<file path="src/rtl/ctrl_estac_pkg.sv">
// Shared types and defaults for the parking-gate controller.
// Holds the 3-bit state encoding, default PIN and default limits.
package ctrl_estac_pkg;

  typedef enum logic [2:0] {
    ESPERA      = 3'd0,
    INGRESO_PIN = 3'd1,
    ALARMA_PIN  = 3'd2,
    ABIERTO     = 3'd3,
    BLOQUEO     = 3'd4
  } estado_t;

  localparam logic [7:0] PIN_DEF          = 8'b0001_0000;
  localparam int         MAX_INTENTOS_DEF = 3;
  localparam int         TIMEOUT_CYC_DEF  = 16;

endpackage

</file>
<file path="src/rtl/detector_flanco.sv">
// Rising-edge detector with async active-high reset.
// Ports: i_clk, i_rst, i_d (level in), o_ev (one-cycle rise pulse).
module detector_flanco (
  input  logic i_clk,
  input  logic i_rst,
  input  logic i_d,
  output logic o_ev
);

  logic r_q;

  always_ff @(posedge i_clk or posedge i_rst) begin
    if (i_rst) r_q <= 1'b0;
    else       r_q <= i_d;
  end

  assign o_ev = i_d & ~r_q;

endmodule

</file>
<file path="src/rtl/controlador_estacionamiento_param.sv">
// Parking-gate controller: PIN entry, wrong-attempt alarm, tailgate lock.
// Ports: Clk, Reset (async high), Vehiculo, Termino, enterPin, Pin in;
//        Cerrado, Abierto, Alarma, Bloqueo, Intentos out (all registered).
// Optional: `define CTRL_ESTAC_TIMEOUT_EN adds the open-gate auto-close.
module controlador_estacionamiento_param
  import ctrl_estac_pkg::*;
#(
  parameter int               PIN_W        = 8,
  parameter logic [PIN_W-1:0] PIN_CORRECTO = PIN_W'(PIN_DEF),
  parameter int               MAX_INTENTOS = MAX_INTENTOS_DEF,
  parameter int               TIMEOUT_CYC  = TIMEOUT_CYC_DEF,
  parameter int               CNT_W        = $clog2(MAX_INTENTOS + 1)
) (
  input  logic             Clk,
  input  logic             Reset,
  input  logic             Vehiculo,
  input  logic             Termino,
  input  logic             enterPin,
  input  logic [PIN_W-1:0] Pin,
  output logic             Cerrado,
  output logic             Abierto,
  output logic             Alarma,
  output logic             Bloqueo,
  output logic [CNT_W-1:0] Intentos
);

  estado_t          r_estado;
  estado_t          w_sig;
  logic [CNT_W-1:0] r_intentos;
  logic [CNT_W-1:0] w_cnt_inc;
  logic [CNT_W-1:0] w_sig_cnt;
  logic             w_pin_ev;
  logic             w_pin_ok;
  logic             w_tmo;
  logic             r_cerrado;
  logic             r_abierto;
  logic             r_alarma;
  logic             r_bloqueo;

  detector_flanco u_flanco (
    .i_clk (Clk),
    .i_rst (Reset),
    .i_d   (enterPin),
    .o_ev  (w_pin_ev)
  );

  assign w_pin_ok = (Pin == PIN_CORRECTO);

  // Saturating increment: never wraps past the limit
  assign w_cnt_inc = (int'(r_intentos) >= MAX_INTENTOS)
                   ? r_intentos
                   : r_intentos + CNT_W'(1);

`ifdef CTRL_ESTAC_TIMEOUT_EN
  localparam int TMO_W = $clog2(TIMEOUT_CYC + 1);
  logic [TMO_W-1:0] r_tmo;

  // Held at zero outside ABIERTO so every entry starts fresh;
  // a present vehicle keeps restarting the wait.
  always_ff @(posedge Clk or posedge Reset) begin
    if (Reset)
      r_tmo <= '0;
    else if (r_estado != ABIERTO || Vehiculo)
      r_tmo <= '0;
    else
      r_tmo <= r_tmo + TMO_W'(1);
  end

  // Fires on the edge where the idle count reaches TIMEOUT_CYC
  assign w_tmo = !Vehiculo && (r_tmo == TMO_W'(TIMEOUT_CYC - 1));
`else
  // No auto-close: constant false
  assign w_tmo = (TIMEOUT_CYC < 0);
`endif

  always_comb begin
    w_sig     = r_estado;
    w_sig_cnt = r_intentos;
    case (r_estado)
      ESPERA: begin
        if (Vehiculo) w_sig = INGRESO_PIN;
      end
      INGRESO_PIN: begin
        // A PIN event beats a vehicle backing away
        if (w_pin_ev) begin
          if (w_pin_ok) begin
            w_sig     = ABIERTO;
            w_sig_cnt = '0;
          end else begin
            w_sig_cnt = w_cnt_inc;
            if (int'(w_cnt_inc) >= MAX_INTENTOS)
              w_sig = ALARMA_PIN;
          end
        end else if (!Vehiculo) begin
          w_sig = ESPERA;
        end
      end
      ALARMA_PIN: begin
        if (w_pin_ev) begin
          if (w_pin_ok) begin
            w_sig     = ABIERTO;
            w_sig_cnt = '0;
          end else begin
            w_sig_cnt = w_cnt_inc;
          end
        end
      end
      ABIERTO: begin
        if (Vehiculo && Termino) w_sig = BLOQUEO;
        else if (Termino)        w_sig = ESPERA;
        else if (w_tmo)          w_sig = ESPERA;
      end
      BLOQUEO: begin
        if (w_pin_ev && w_pin_ok) w_sig = ESPERA;
      end
      default: w_sig = ESPERA;
    endcase
  end

  // Outputs decoded from the next state so they move with it
  always_ff @(posedge Clk or posedge Reset) begin
    if (Reset) begin
      r_estado   <= ESPERA;
      r_intentos <= '0;
      r_cerrado  <= 1'b1;
      r_abierto  <= 1'b0;
      r_alarma   <= 1'b0;
      r_bloqueo  <= 1'b0;
    end else begin
      r_estado   <= w_sig;
      r_intentos <= w_sig_cnt;
      r_cerrado  <= (w_sig != ABIERTO);
      r_abierto  <= (w_sig == ABIERTO);
      r_alarma   <= (w_sig == ALARMA_PIN);
      r_bloqueo  <= (w_sig == BLOQUEO);
    end
  end

  assign Cerrado  = r_cerrado;
  assign Abierto  = r_abierto;
  assign Alarma   = r_alarma;
  assign Bloqueo  = r_bloqueo;
  assign Intentos = r_intentos;

endmodule

</file>
<file path="config.mk">
export PLATFORM = sky130hd
export DESIGN_NAME = controlador_estacionamiento_param
export DESIGN_NICKNAME = d
export VERILOG_FILES = /design/src/rtl/ctrl_estac_pkg.sv /design/src/rtl/detector_flanco.sv /design/src/rtl/controlador_estacionamiento_param.sv
export SDC_FILE = /design/constraint.sdc
export NUM_CORES = 1
export LEC_CHECK = 0
export CAP_MARGIN = 20
export CORE_MARGIN = 3
export CORE_UTILIZATION = 37
export CTS_CLUSTER_DIAMETER = 30
export DETAILED_ROUTE_END_ITERATION = 10
export GPL_ROUTABILITY_DRIVEN = 0
export PLACE_DENSITY = 0.81
export SLEW_MARGIN = 25
export SYNTH_ARGS = -nofsm -noshare
export SYNTH_HDL_FRONTEND = slang
export SYNTH_SLANG_ARGS = --single-unit
</file>
<file path="constraint.sdc">
create_clock -name Clk -period 1.1 [get_ports Clk]
set_input_delay 0.165 -clock Clk [delete_from_list [all_inputs] [get_ports Clk]]
set_output_delay 0.165 -clock Clk [all_outputs]
set_load 0.02 [all_outputs]
</file>
==> out/qor.yml, run 1 <==
status:
  status: "complete, but fails checks"
  violations: "setup timing"
yosys:
  avgSynthCellArea_um2: 11.5
  yosysTopAreaCell: "dfrtp_1"
  yosysSeqAreaShare: 0.476
  synth_top_cell_area_share: 0.427
  synth_seq_cells: 10
  synth_cells: 46
  ys_types: 26
  async_flop_share: 1.00
  ys_top_cells_by_area: "dfrtp_1, dfstp_2, nor4b_4"
  synth_nets: 59
  yosys_warnings: 0
  synth_edf_count: 0
  synth_ff_type: "dfrtp_1"
  syn_area_um2: 528
power_and_ir_drop:
  power_density_nw_per_um2: 2070
  vdd_ir_drop_max_v: 0.00131
  p_leak_nw: 0.392
sta:
  layout_min_cycle_time_ns: 1.31
  fin_worst_skew_ns: 0.00194
  worst-slew-pin-transition_ns: 0.364
  setup_violations: 9
  tns_ns: -1.43
  fmax_mhz: 762
  report.final.slew_viol_count: 0
  finalHoldViolCount: 0
  rsz0062_at_grt: "true"
  layout_setup_ws_ns: -0.212
  timing.hold.ws_ns: 0.166
  period_share: 1.19
  slew_headroom: 0.757
route:
  via_count: 492
  via_per_inst: 5.23
  drt-total-wl_um: 1470
  ant_nets: 0
  wl_per_cell_um: 15.6
  drtIter0Drc: 8
  drc_errors: 0
  drt-pass1-iter-count: 2
hold_path:
  hold_path_class: "in -> async"
final_layout:
  synthToLayoutAreaGrowth_pct: 64.0
  fillers: 99
  fin_cells: 94
  drive_gt1_frac: 0.488
  regArea_um2: 255
  final_cell_mix: "buf_4, dlygate4sd2_1, dfrtp_1"
  multi_input_area_um2: 303
  final_common_cell: "buf_4"
  nNetsFinal: 94
  post-route-util: 0.712
  antenna_cells: 0
floorplanning:
  die-height_um: 43.8
  row_count: 12
  coreArea_um2: 1220
  ios: 19
  die_area_um2: 1920
  initial_core_util: 0.434
  fp.dieW_um: 43.8
critical_path:
  worstPathCellList: "or2b_4 -> a21oi_2 -> o211ai_1 -> and2_1"
  worstPathMaxFanout: 4
  startpoint_type: "register"
  cp.required_ns: 1.26
  cp_slowest_cell: "dfrtp_1"
  cpPeakStageDelay_ns: 0.43
  crit_path_end_kind: "register"
  cp_num_buf_inv: 0
  reg2reg_slack_ns: -0.21
  cp.arrival_ns: 1.47
  crit_type: "reg -> reg"
  path_delay_family: "simple AND/OR/NAND/NOR gates"
job:
  maxCapViolCount: 0
clock_network:
  cts_root_buf: "clkbuf_4"
  h-tree-depth: 1
  path_clk_slew_ns: 0.06
  cts.sinks: 10
  clock_latency_ns: 0.27
  cts_tree: "done"
  clockBufferDepth: 2
  numCtsBuffers: 3
place:
  dp.cells: 85
  io_buffers: 18
  place_hpwl_um: 1030
global_route:
  antenna_found_initial: 0
  grt_overflow: 0
  track_usage: 0.181
  grt_max_degree: 11
  grt_first_pass_wirelength_um: 2500
  grt_pass1_vias: 589
[metal layers]
layer / up-vias / track usage / part of all wire
met5: - / 0 / 0
met4: 0 / 0.120 / 0.041
met3: 8 / 0.0913 / 0.079
met2: 20 / 0.299 / 0.53
met1: 228 / 0.173 / 0.35
li1: 236 / - / -
[registers in the layout, summed over array words and instances (netlist names)]
signal and flops:
Intentos 2, r_estado 3, Bloqueo 1, u_flanco.r_q 1, Abierto 1, Cerrado 1
Alarma 1
[repair_timing]
item,4_1_cts,5_1_grt
setup endpoints to repair,15,13
hold buffers,0,0
gates resized for setup,34,7
buffers inserted,4,1
hold endpoints to repair,0,0
pin swaps,9,3
cloned,0,0
[where the power goes]
group / total (W) / internal (W) / switching, W
Sequential: 0.000598 / 0.000492 / 0.000106
Clock: 0.000269 / 0.000140 / 0.000128
Combinational: 0.000922 / 0.000473 / 0.000449
[worst reg2reg max path, cell delays in order (launching register included)]
cell      delay [ns]
dfrtp_1         0.43
or2b_4          0.31
a21oi_2         0.12
o211ai_1        0.16
and2_1          0.18
[cells by family (layout without fill, tap and decap cells)]
kind of cell	Yosys count	count (layout)	share of synthesized area
AO/OA/AOI/OAI	10	10	0.161
XOR/XNOR	1	1	0.0166
buffers and inverters	4	38	0.0355
flip-flops	10	10	0.476
multiplexers	1	1	0.0190
AND/OR/NAND/NOR	20	20	0.291
[final timing paths]
check | from | end | cells past startpoint
max | u_flanco.r_q | Abierto | 4
min | Reset | Bloqueo | 2
max reg2reg | u_flanco.r_q | Abierto | 4
min reg2reg | Intentos[0] | Intentos[0] | 3
max in group asynchronous | Reset | Cerrado | 2
min in group Clk | enterPin | u_flanco.r_q | 1
[area by class of cell]
type                            count  area share
Sequential cell                    10       0.295
Timing Repair Buffer               31       0.292
Clock buffer                        4      0.0303
Inverter                            3      0.0130
Tap cell                           14      0.0202
Multi-Input combinational cell     32       0.350
[per-stage QoR]
| stage | worst slack, ns | cell area [um^2] | power [W] |
|---|---|---|---|
| 6_report | -0.212 | 866 | 0.00179 |
| 3_5_place_dp | -0.521 | 787 | 0.00140 |
| 4_1_cts | -0.175 | 858 | 0.00178 |
| 2_1_floorplan | -0.0989 | 541 | 0.00106 |
| 5_1_grt | -0.258 | 866 | 0.00191 |
| 3_3_place_gp | -0.485 | 787 | 0.00138 |
[cell usage after synthesis, types with 2 or more instances]
master,n
dfrtp_1,9
nor2_1,2
a21oi_1,2
o41ai_1,2
nand2_1,5
inv_1,3
nor3b_1,3
nor2b_1,2
Power figures use the tool's default switching activity.
==> run 2, diff against run 1 <==
==> constraint.sdc (replaced) <==
create_clock -name Clk -period 1.1 [get_ports Clk]
set_input_delay 0.11 -clock Clk [delete_from_list [all_inputs] [get_ports Clk]]
set_output_delay 0.11 -clock Clk [all_outputs]
set_load 0.02 [all_outputs]
==> run 2 against run 1 <==
The run still ends with setup timing left. Global-route usage decreased by 1.3 points. Maximum frequency decreased by 1.0%. Sequential power about the same. Clock skew increased by 0.0076 ns. Sequential cell count unchanged. Largest power group unchanged.
==> out/qor.yml, run 2 (same netlist as run 1, synthesis figures left out) <==
sta:
  rsz0062_at_grt: "true"
  fin_worst_skew_ns: 0.00955
  report.final.slew_viol_count: 0
  layout_min_cycle_time_ns: 1.33
  fmax_mhz: 754
  finalHoldViolCount: 0
  worst-slew-pin-transition_ns: 0.388
  period_share: 1.21
  slew_headroom: 0.740
  setup_violations: 9
  layout_setup_ws_ns: -0.226
floorplanning:
  ios: 19
  die-height_um: 43.8
  coreArea_um2: 1220
  die_area_um2: 1920
  fp.dieW_um: 43.8
  row_count: 12
  initial_core_util: 0.434
global_route:
  grt_pass1_vias: 529
  grt_overflow: 0
  antenna_found_initial: 0
  track_usage: 0.167
  grt_max_degree: 11
  grt_first_pass_wirelength_um: 2330
clock_network:
  cts.sinks: 10
  clockBufferDepth: 2
  numCtsBuffers: 3
  clock_latency_ns: 0.27
  h-tree-depth: 1
  cts_root_buf: "clkbuf_4"
  cts_tree: "done"
  path_clk_slew_ns: 0.07
  cts_hold_buf: 0
power_and_ir_drop:
  vdd_ir_drop_max_v: 0.00173
  power_density_nw_per_um2: 2070
  p_total_w: 0.00187
  p_leak_nw: 0.445
final_layout:
  antenna_cells: 0
  final_cell_mix: "buf_4, dfrtp_1, dlygate4sd2_1"
  drive_gt1_frac: 0.456
  synthToLayoutAreaGrowth_pct: 70.6
  largest-register: "r_estado"
  regArea_um2: 254
  final_common_cell: "buf_4"
  fillers: 81
  nNetsFinal: 93
  fin_cells: 93
  largest_reg_flops: 3
  multi_input_area_um2: 317
route:
  drt-total-wl_um: 1460
  via_count: 494
  drt-pass1-iter-count: 6
  drc_errors: 0
  wl_per_cell_um: 15.7
  via_per_inst: 5.31
  drtIter0Drc: 3
  ant_nets: 0
critical_path:
  worstPathMaxFanout: 4
  startpoint_type: "register"
  cp.required_ns: 1.26
  crit_type: "reg -> reg"
  cp.arrival_ns: 1.49
  crit_path_end_kind: "register"
place:
  dp.cells: 84
  place_hpwl_um: 996
  io_buffers: 18
status:
  violations: "setup timing"
  status: "complete, but fails checks"
hold_path:
  hold_path_class: "in -> async"
job:
  maxCapViolCount: 0
## run 2: where the power goes
group,total (W),internal [W],switching [W]
Sequential,0.000595,0.000488,0.000107
Combinational,0.000941,0.000492,0.000448
Clock,0.000333,0.000201,0.000132
Total,0.00187,0.00118,0.000687
## run 2: per-layer routing
layer | GRT usage | wire length (um)
met1 | 0.188 | 609
met2 | 0.256 | 693
met3 | 0.0705 | 84
met4 | 0.108 | 71
met5 | 0 | 0
## run 2: area by class of cell
class                      instances  area share
clock buffer                       4      0.0403
inverter                           3      0.0125
multi-input combinational         32       0.351
sequential                        10       0.282
tap                               14      0.0194
timing repair buffer              30       0.294
## run 2: per-stage QoR
stage	setup slack (ns)	setup TNS [ns]	cell area, um^2	util	hold slack, ns
final	-0.226	-1.28	901	0.741	0.107
after global routing	-0.329	-1.92	901	0.741	0.153
after CTS	-0.170	-0.962	836	0.687	0.120
after detailed placement	-0.469	-3.69	779	0.641	0.413
after global placement	-0.428	-3.38	779	0.641	0.394
after floorplan	-0.0989	-0.205	541	-	-0.0506
## run 2: worst max-delay path, cell delays in order (launching register included)
cell and delay [ns]:
dfrtp_1 0.41, or2b_4 0.30, a21oi_1 0.15, o211ai_1 0.17, and2_1 0.19
## run 2: path summary, 6_finish.rpt
check,slack (ns),startpoint,cells past startpoint,to
max in group asynchronous,0.69,Reset,2,Cerrado
worst min-delay path,0.11,Reset,2,u_flanco.r_q
worst max-delay path,-0.23,u_flanco.r_q,4,Abierto
worst min register to register,0.60,Intentos[0],2,Intentos[0]
worst max register to register,-0.23,u_flanco.r_q,4,Abierto
min in group Clk,0.32,Pin[1],3,Intentos[1]
## run 2: timing repair
item	in CTS	in global routing
pin swaps	3	5
hold endpoints to repair	0	0
setup endpoints to repair	15	12
resized for setup	19	17
buffers inserted	2	3
